<file path="src/rtl/gate_bist.sv">
// BIST sequencer for two-input gate wrappers: drives LFSR operand pairs into a
// gate under test and checks each response against the expected NAND result.
module gate_bist #(
    parameter int unsigned WIDTH       = 8,
    parameter int unsigned NUM_VECTORS = 256,
    parameter int unsigned DUT_LAT     = 0,
    parameter logic [31:0] SEED        = 32'hACE1_5EED,
    parameter int unsigned CNT_W       = 16
) (
    input  logic             clk,
    input  logic             rst,
    input  logic             start,
    output logic             busy,
    output logic             done,
    output logic             pass,
    output logic [CNT_W-1:0] fail_count,
    output logic [15:0]      first_fail_idx,
    output logic [WIDTH-1:0] dut_in1,
    output logic [WIDTH-1:0] dut_in2,
    input  logic [WIDTH-1:0] dut_out
);

    localparam int unsigned IDX_W      = 16;
    localparam logic [31:0] TAPS       = 32'h8020_0003;
    localparam logic [IDX_W-1:0] LAST_VEC = IDX_W'(NUM_VECTORS - 1);
    localparam logic [1:0]  LAST_DRAIN = 2'((DUT_LAT > 0) ? DUT_LAT - 1 : 0);
    localparam logic [CNT_W-1:0] CNT_MAX = '1;

    typedef enum logic [1:0] {IDLE, RUN, DRAIN, DONE} state_t;

    // One entry of the expected-value delay line
    typedef struct packed {
        logic             vld;
        logic [IDX_W-1:0] idx;
        logic [WIDTH-1:0] exp;
    } chk_t;

    state_t             state, state_nxt;
    logic [31:0]        lfsr, lfsr_src, lfsr_step;
    logic [IDX_W-1:0]   vcnt;
    logic [1:0]         dcnt;
    logic [CNT_W-1:0]   fail_nxt;
    logic [IDX_W-1:0]   ffi_nxt;
    logic               accept;
    logic               mis_c;
    chk_t               chk_c, chk_d;

    // Vector 0 comes straight from SEED, so the source is SEED while idle
    always_comb begin
        lfsr_src  = (state == IDLE) ? SEED : lfsr;
        lfsr_step = lfsr_src[0] ? ((lfsr_src >> 1) ^ TAPS) : (lfsr_src >> 1);
    end

    always_comb begin
        chk_c.vld = (state == RUN);
        chk_c.idx = vcnt;
        chk_c.exp = ~(dut_in1 & dut_in2);
    end

    generate
        if (DUT_LAT == 0) begin : g_nolat
            assign chk_d = chk_c;
        end else begin : g_lat
            chk_t pipe [DUT_LAT];
            always_ff @(posedge clk) begin
                if (rst) begin
                    for (int i = 0; i < int'(DUT_LAT); i++) pipe[i] <= '0;
                end else begin
                    pipe[0] <= chk_c;
                    for (int i = 1; i < int'(DUT_LAT); i++) pipe[i] <= pipe[i-1];
                end
            end
            assign chk_d = pipe[DUT_LAT-1];
        end
    endgenerate

    assign accept = (state == IDLE) && start;
    assign mis_c  = chk_d.vld && (dut_out != chk_d.exp);

    // Next state plus next values of the fail statistics
    always_comb begin
        state_nxt = state;
        fail_nxt  = fail_count;
        ffi_nxt   = first_fail_idx;
        case (state)
            IDLE:    if (start) state_nxt = RUN;
            RUN:     if (vcnt == LAST_VEC) state_nxt = (DUT_LAT > 0) ? DRAIN : DONE;
            DRAIN:   if (dcnt == LAST_DRAIN) state_nxt = DONE;
            DONE:    state_nxt = IDLE;
            default: state_nxt = IDLE;
        endcase
        if (accept) begin
            fail_nxt = '0;
            ffi_nxt  = '0;
        end else if (mis_c) begin
            if (fail_count != CNT_MAX) fail_nxt = fail_count + CNT_W'(1);
            if (fail_count == '0)      ffi_nxt  = chk_d.idx;
        end
    end

    always_ff @(posedge clk) begin
        if (rst) begin
            state          <= IDLE;
            lfsr           <= SEED;
            vcnt           <= '0;
            dcnt           <= '0;
            busy           <= 1'b0;
            done           <= 1'b0;
            pass           <= 1'b0;
            fail_count     <= '0;
            first_fail_idx <= '0;
            dut_in1        <= '0;
            dut_in2        <= '0;
        end else begin
            state          <= state_nxt;
            busy           <= (state_nxt == RUN) || (state_nxt == DRAIN);
            done           <= (state_nxt == DONE);
            fail_count     <= fail_nxt;
            first_fail_idx <= ffi_nxt;
            vcnt           <= (state == RUN) ? vcnt + IDX_W'(1) : '0;
            dcnt           <= (state == DRAIN) ? dcnt + 2'd1 : 2'd0;
            if (state_nxt == RUN) begin
                dut_in1 <= lfsr_src[WIDTH-1:0];
                dut_in2 <= lfsr_src[31:32-WIDTH];
                lfsr    <= lfsr_step;
            end else begin
                dut_in1 <= '0;
                dut_in2 <= '0;
            end
            if (accept)
                pass <= 1'b0;
            else if (state_nxt == DONE)
                pass <= (fail_nxt == '0);
        end
    end

endmodule

</file>
<file path="config.mk">
export PLATFORM = sky130hd
export DESIGN_NAME = gate_bist
export DESIGN_NICKNAME = d
export VERILOG_FILES = /design/src/rtl/gate_bist.sv
export SDC_FILE = /design/constraint.sdc
export NUM_CORES = 1
export LEC_CHECK = 0
export ABC_AREA = 1
export CAP_MARGIN = 25
export CORE_MARGIN = 10
export CORE_UTILIZATION = 61
export CTS_BUF_LIST = sky130_fd_sc_hd__clkbuf_8
export CTS_CLUSTER_DIAMETER = 120
export DETAILED_ROUTE_END_ITERATION = 12
export GPL_ROUTABILITY_DRIVEN = 0
export PLACE_DENSITY = 0.94
export RECOVER_POWER = 100
export SYNTH_ARGS = -nofsm -noshare
export SYNTH_HDL_FRONTEND = slang
export SYNTH_SLANG_ARGS = --single-unit
</file>
<file path="constraint.sdc">
create_clock -name clk -period 7.4 [get_ports clk]
set_clock_uncertainty 0.2 [all_clocks]
set_input_delay 1.48 -clock clk [delete_from_list [all_inputs] [get_ports clk]]
set_output_delay 1.48 -clock clk [all_outputs]
set_load 0.05 [all_outputs]
</file>
==> run metrics, run 1 <==
worst-case clock buffer depth=2; placed cell area=~5300 um^2; Warnings, synthesis=0; Startpoint Class=input pin; H-tree depth=3; CTS buffer count=9; post-route cell area=5458 um^2; final setup violation count=0; top-count cell post-synth=nand2_1; die area=11470 um^2; post-route minimum period=4.416 ns; num rows=31; # DRC=0; Seq/Total Area, Yosys=0.4456; CTS clk-pin slew, worst paths=0.10 ns; Setup CP Type=input pin to flip-flop; placed insts=just under 800; Yosys top cell by area=dfxtp_1; slew margin rel.=0.2234; Initial DRT Pass Iterations=6; worst hold margin=roughly 0.23 ns; WP data required=7.53 ns; vias in the first global route=around 4300; CTS tree=built; first-pass GRT wire length=19.55 mm; Hold WC Path Type=flip-flop to flip-flop; critical path's top delay family=buffers and inverters; worst vdd ir=between 150 and 200 uV; Avg Cell Area, Syn=roughly 7.2 um^2; asr flop ratio synth=0; status=finished, final reports clean; Layout area overhead=17.96%; synth unique cells=42; Buffers on Ports=61; Post-CTS Resized=0; initial antenna violation count=0; synth cell count leaders=141 x nand2_1, 104 x nor2_1, 103 x dfxtp_1; Primary FF master, synth=dfxtp_1; layout cells sized above 1=0.04113; io pins=between 60 and 70; antenna-violating nets left=0; Wirelength per Cell=14.64 um; RSZ-0062 raised after global routing=no; via count=4480; Initial Util=0.6312; Post-CTS Setup Bufs=0; EDFF count, synth=0; number of max-cap violations=0; Synth Instances=646; Non-Filler Instances=approximately 800; Ant. Diodes=0; CP bufs+invs=3; Synth Cell Area=4627 um^2; Syn Nets=663; post-DR vias/cell=between 5 and 6; Hold Buf Count CTS=0; worst path cell trace=dlygate4sd3_1, o21ai_0, nand2_1, ha_1, clkinv_1, nor2_1, inv_1, nor3_1, a211o_1; largest net degree at the start of global routing=33; CP endpoint kind=flip-flop; Synth area leaders=dfxtp_1 45%, nand2_1 11%, nor2_1 8.4%; Leak=between 2 and 2.5 nW; slowest stage cell on the critical path=nor2_1; Congestion Overflow GR=0; Highest Clock Rate=~0.23 GHz; Post-Route WL=11.77 mm; All-Layer GR Usage=0.2044; pwr dens=a little over 200 nW/um^2; core outline area=around 7300 um^2; CP Data Arrival Time=4.54 ns; clock sinks=approximately 100; Slew Viols, Final=0; DIE HEIGHT=107.1 um; Post-layout nets=a little over 700; CP Max Fanout=24; top-area cell type share of the netlist area=0.4456; Final period util=0.5967; worst slew pin tran=1.165 ns; CTS Root Buffer Type=clkbuf_8; Die Wd=107.1 um; crit-path max cell delay=0.60 ns; Final Hold Vio Count=0; Power Total=1.134 mW; Setup TNS=0 ns; Synth Register Bits=between 100 and 150; Initial DRC Count=262; hpwl dp=8.540 mm; Clock Latency Late Sink=around 0.39 ns
[cell families after synthesis]
kind of cell / count (synthesis) / share of synthesized area
buf+inv: 115 / 0.09762
flops: 103 / 0.4456
fa+ha+maj: 6 / 0.01622
compound gates: 88 / 0.1198
xor+xnor: 8 / 0.01514
simple gates: 326 / 0.3056
[state kept, by name, indices dropped and copies added, names as in the netlist, 2 cells and up]
| signal | flops |
|---|---|
| state | 2 |
| dut_in2 | 8 |
| fail_count | 16 |
| first_fail_idx | 16 |
| vcnt | 16 |
| dut_in1 | 8 |
| lfsr | 32 |
| dcnt | 2 |
[worst register-to-register path, stage by stage, from the launching register on]
cell and delay (ns):
dfxtp_1 0.35, ha_1 0.22, nand2_1 0.08, nor2_1 0.06, nand3_1 0.11, nor2_1 0.09, nand4_1 0.13, nand2_1 0.09
inv_1 0.08, ha_1 0.33, clkinv_1 0.32, nor2_1 0.60, inv_1 0.51, nor3_1 0.37, a211o_1 0.14
[placed cells by master, fill, tap and decap left out, types with 3 or more instances in the layout]
| master | netlist | layout |
|---|---|---|
| nand2_1 | 141 | 143 |
| nor2_1 | 104 | 105 |
| dfxtp_1 | 103 | 103 |
| inv_1 | 93 | 93 |
| dlygate4sd3_1 | 0 | 54 |
| nand3_1 | 40 | 40 |
| a21oi_1 | 29 | 29 |
| o21ai_0 | 18 | 18 |
| a211oi_1 | 16 | 16 |
| nand4_1 | 9 | 9 |
| clkbuf_8 | 0 | 9 |
| nor3_1 | 8 | 8 |
| clkdlybuf4s50_1 | 0 | 7 |
| ha_1 | 6 | 6 |
| o22ai_1 | 5 | 5 |
| xor2_1 | 5 | 5 |
| nor4_1 | 4 | 4 |
| o221ai_1 | 4 | 4 |
| a221oi_1 | 3 | 3 |
| a32oi_1 | 3 | 3 |
| a31oi_1 | 3 | 3 |
| and3_1 | 3 | 3 |
| xnor2_1 | 3 | 3 |
[per-stage QoR]
| stage | setup WS [ns] | utilization |
|---|---|---|
| 2_1_floorplan | 4.208 | - |
| 5_1_grt | 2.694 | 0.7445 |
| 3_3_place_gp | 3.061 | 0.7199 |
| 6_report | 2.985 | 0.7445 |
| 3_5_place_dp | 2.983 | 0.7199 |
| 4_1_cts | 3.380 | 0.7467 |
[final cells by class]
cell class / instances / area, um^2
clock inverters: 7 / 72.57
clock buffers: 9 / 123.9
flip-flops and latches: 103 / 2062
well taps: 99 / 123.9
multi-input cells: 428 / 2101
fillers: 515 / 1873
repair buffers: 62 / 614.3
inverters: 96 / 360.3
[where the power goes]
part / internal (mW) / switching, mW
registers: 0.580 / 0.0192
logic: 0.0550 / 0.133
clock network: 0.133 / 0.214
[routing by layer]
layer | track usage | share of wire
met4 | 0.09865 | 0.032
met5 | 0 | 0
met3 | 0.04371 | 0.087
met2 | 0.3578 | 0.49
met1 | 0.2301 | 0.39
[final timing paths]
path | slack [ns] | to | start | cells after the start
hold reg to reg | 0.23 | dcnt[0] | dcnt[0] | 1
setup reg to reg | 3.65 | lfsr[3] | vcnt[0] | 14
hold / removal | 0.23 | dcnt[0] | dcnt[0] | 1
setup / recovery | 2.98 | lfsr[3] | start | 9
Note: power is estimated with default switching activity, not from simulation.
==> inputs of run 2 (changes only) <==
--- a/config.mk
+++ b/config.mk
@@ -8,12 +8,12 @@
 export ABC_AREA = 1
 export CAP_MARGIN = 25
 export CORE_MARGIN = 10
-export CORE_UTILIZATION = 61
+export CORE_UTILIZATION = 51
 export CTS_BUF_LIST = sky130_fd_sc_hd__clkbuf_8
 export CTS_CLUSTER_DIAMETER = 120
 export DETAILED_ROUTE_END_ITERATION = 12
 export GPL_ROUTABILITY_DRIVEN = 0
-export PLACE_DENSITY = 0.94
+export PLACE_DENSITY = 0.85
 export RECOVER_POWER = 100
 export SYNTH_ARGS = -nofsm -noshare
 export SYNTH_HDL_FRONTEND = slang
==> constraint.sdc (replaced) <==
create_clock -name clk -period 3.94 [get_ports clk]
set_clock_uncertainty 0.2 [all_clocks]
set_input_delay 0.788 -clock clk [delete_from_list [all_inputs] [get_ports clk]]
set_output_delay 0.788 -clock clk [all_outputs]
set_load 0.05 [all_outputs]
==> run 2 against run 1 <==
Critical path depth increased by 3. Non-clock buffer count increased by 5. Final cell count increased by 1.5%. Combinational power increased by 88%. First-iteration DRC count increased by 37%. Hold slack got worse by 0.0033 ns. Via count decreased by 3.0%.
==> run metrics, run 2 (synthesis gave the netlist of run 1 again) <==
pwr dens=399.8 nW/um^2 (was 207.7 nW/um^2); Largest register FFs=32 (unchanged); worst slew pin tran=1.245 ns (was 1.165 ns); CTS clk-pin slew, worst paths=0.09 ns (was 0.10 ns); met1 Usage GRT=0.2096 (was 0.2301); largest net degree at the start of global routing=33 (unchanged); worst vdd ir=236.3 uV (was 159.3 uV); Post-layout nets=722 (was 717); Initial DRT Pass Iterations=7 (was 6); Startpoint Class=input pin (unchanged); post-DR vias/cell=5.326 (was 5.572); register area=2062 um^2 (unchanged); die area=13280 um^2 (was 11470 um^2); Buffers on Ports=61 (unchanged); Post-CTS Setup Bufs=0 (unchanged); CTS Root Buffer Type=clkbuf_8 (unchanged); setup slack after placement=0.6672 ns (was 2.983 ns); Die Wd=115.3 um (was 107.1 um); worst-case clock buffer depth=2 (unchanged); All-Layer GR Usage=0.1729 (was 0.2044); first-pass GRT wire length=18.91 mm (was 19.55 mm); Initial Util=0.5280 (was 0.6312); beginning of the worst hold path=dcnt[0] (unchanged); via count=4346 (was 4480); filler cell count=763 (was 515); Wirelength per Cell=13.93 um (was 14.64 um); final setup violation count=0 (unchanged); Ant. Diodes=0 (unchanged); Reg2Reg Depth=15 (was 14); RSZ-0062 raised after global routing=no (unchanged); io pins=62 (unchanged); Crit Reg-Reg Endpoint=pass (was lfsr[3]); CP endpoint kind=flip-flop (unchanged); Global Route met3 Usage=0.05573 (was 0.04371); WP data required=4.01 ns (was 7.53 ns); Hold Buf Count CTS=0 (unchanged); hpwl dp=8.251 mm (was 8.540 mm); Final WS setup=0.6147 ns (was 2.985 ns); most frequent cells in the layout=142 x nand2_1, 107 x nor2_1, 103 x dfxtp_1 (was 143 x nand2_1, 105 x nor2_1, 103 x dfxtp_1); clock sinks=103 (unchanged); Final Hold Vio Count=0 (unchanged); Layout area overhead=19.06% (was 17.96%); CP Data Arrival Time=3.40 ns (was 4.54 ns); hold path endpoint=dcnt[0] (unchanged); Min-Delay Path Depth=1 (unchanged); Slew Viols, Final=0 (unchanged); Non-Filler Instances=816 (was 804); Highest Clock Rate=0.3007 GHz; Setup CP Type=input pin to flip-flop (unchanged); busiest grt layer=met2 (unchanged); RR Startpoint=fail_count[1] (was vcnt[0]); H-tree depth=3 (unchanged); # DRC=0 (unchanged); core outline area=8763 um^2 (was 7331 um^2); slew margin rel.=0.1701 (was 0.2234); met2 usage=0.2815 (was 0.3578); Leak=2.510 nW (was 2.484 nW); antenna-violating nets left=0 (unchanged); Hold WC Path Type=flip-flop to flip-flop (unchanged); placed insts=802 (was 788); Power Total=2.202 mW (was 1.134 mW); Setup TNS=0 ns (unchanged); Post-Route WL=11.37 mm (was 11.77 mm); Initial DRC Count=360 (was 262); post-route cell area=5509 um^2 (was 5458 um^2); Final period util=0.8440; placed cell area=5326 um^2 (was 5278 um^2); num rows=34 (was 31); Congestion Overflow GR=0 (unchanged); status=finished, final reports clean (unchanged); DIE HEIGHT=115.3 um (was 107.1 um); number of max-cap violations=0 (unchanged); CTS tree=built (unchanged); Clock Latency Late Sink=0.37 ns (was 0.39 ns); initial antenna violation count=0 (unchanged); post-route minimum period=approximately 3.3 ns; CP Max Fanout=32 (was 24); commonest non-fill, non-tap cell in the layout=nand2_1 (unchanged); area of the multi-input gates=2093 um^2 (was 2101 um^2); layout cells sized above 1=0.03955 (was 0.04113); flop2flop setup slack=0.68 ns (was 3.65 ns); CTS buffer count=9 (unchanged); vias in the first global route=4094 (was 4286); largest reg by FF count=lfsr (unchanged); Post-CTS Resized=0 (unchanged)
[run 2: where the power goes]
part	total [mW]	internal, mW	switching [mW]
sequential	1.13	1.09	0.0351
combinational	0.353	0.106	0.247
clock	0.724	0.374	0.350
total	2.20	1.57	0.632
[run 2: layer usage]
metal / routed length (um) / vias to the layer above
li1: - / 2195
met5: 0 / -
met1: 4798 / 1969
met3: 959 / 26
met2: 5379 / 156
met4: 229 / 0
[run 2: worst max path at each step]
stage	endpoint	cells after the start	from	slack, ns
finish	first_fail_idx[15]	12	dut_out[1]	0.61
global route	first_fail_idx[15]	12	dut_out[1]	0.32
CTS	lfsr[20]	16	vcnt[0]	0.88
detailed placement	lfsr[20]	9	start	0.67
global placement	lfsr[20]	9	start	0.65
floorplan	lfsr[22]	14	vcnt[0]	1.33
[run 2: critical path, cell delays in order]
cell,delay [ns]
dlygate4sd3_1,0.58
inv_1,0.07
nand2_1,0.07
nand2_1,0.04
nor2_1,0.09
nand2_1,0.07
nor2_1,0.11
nor2_1,0.17
nand2_1,0.13
clkbuf_1,0.92
nor2_1,0.14
a211oi_1,0.21
[run 2: cell type report]
class / count / area share
Clock buffer: 10 / 0.02498
Tap cell: 108 / 0.02453
Timing Repair Buffer: 67 / 0.1163
Multi-Input combinational cell: 428 / 0.3800
Clock inverter: 4 / 0.01454
Inverter: 96 / 0.06541
Sequential cell: 103 / 0.3743
[run 2: stage by stage]
stage | util | hold slack, ns
2_1_floorplan | - | 0.1982
3_3_place_gp | 0.6078 | 0.2074
3_5_place_dp | 0.6078 | 0.2114
4_1_cts | 0.6326 | 0.2235
5_1_grt | 0.6286 | 0.2443
6_report | 0.6286 | 0.2231
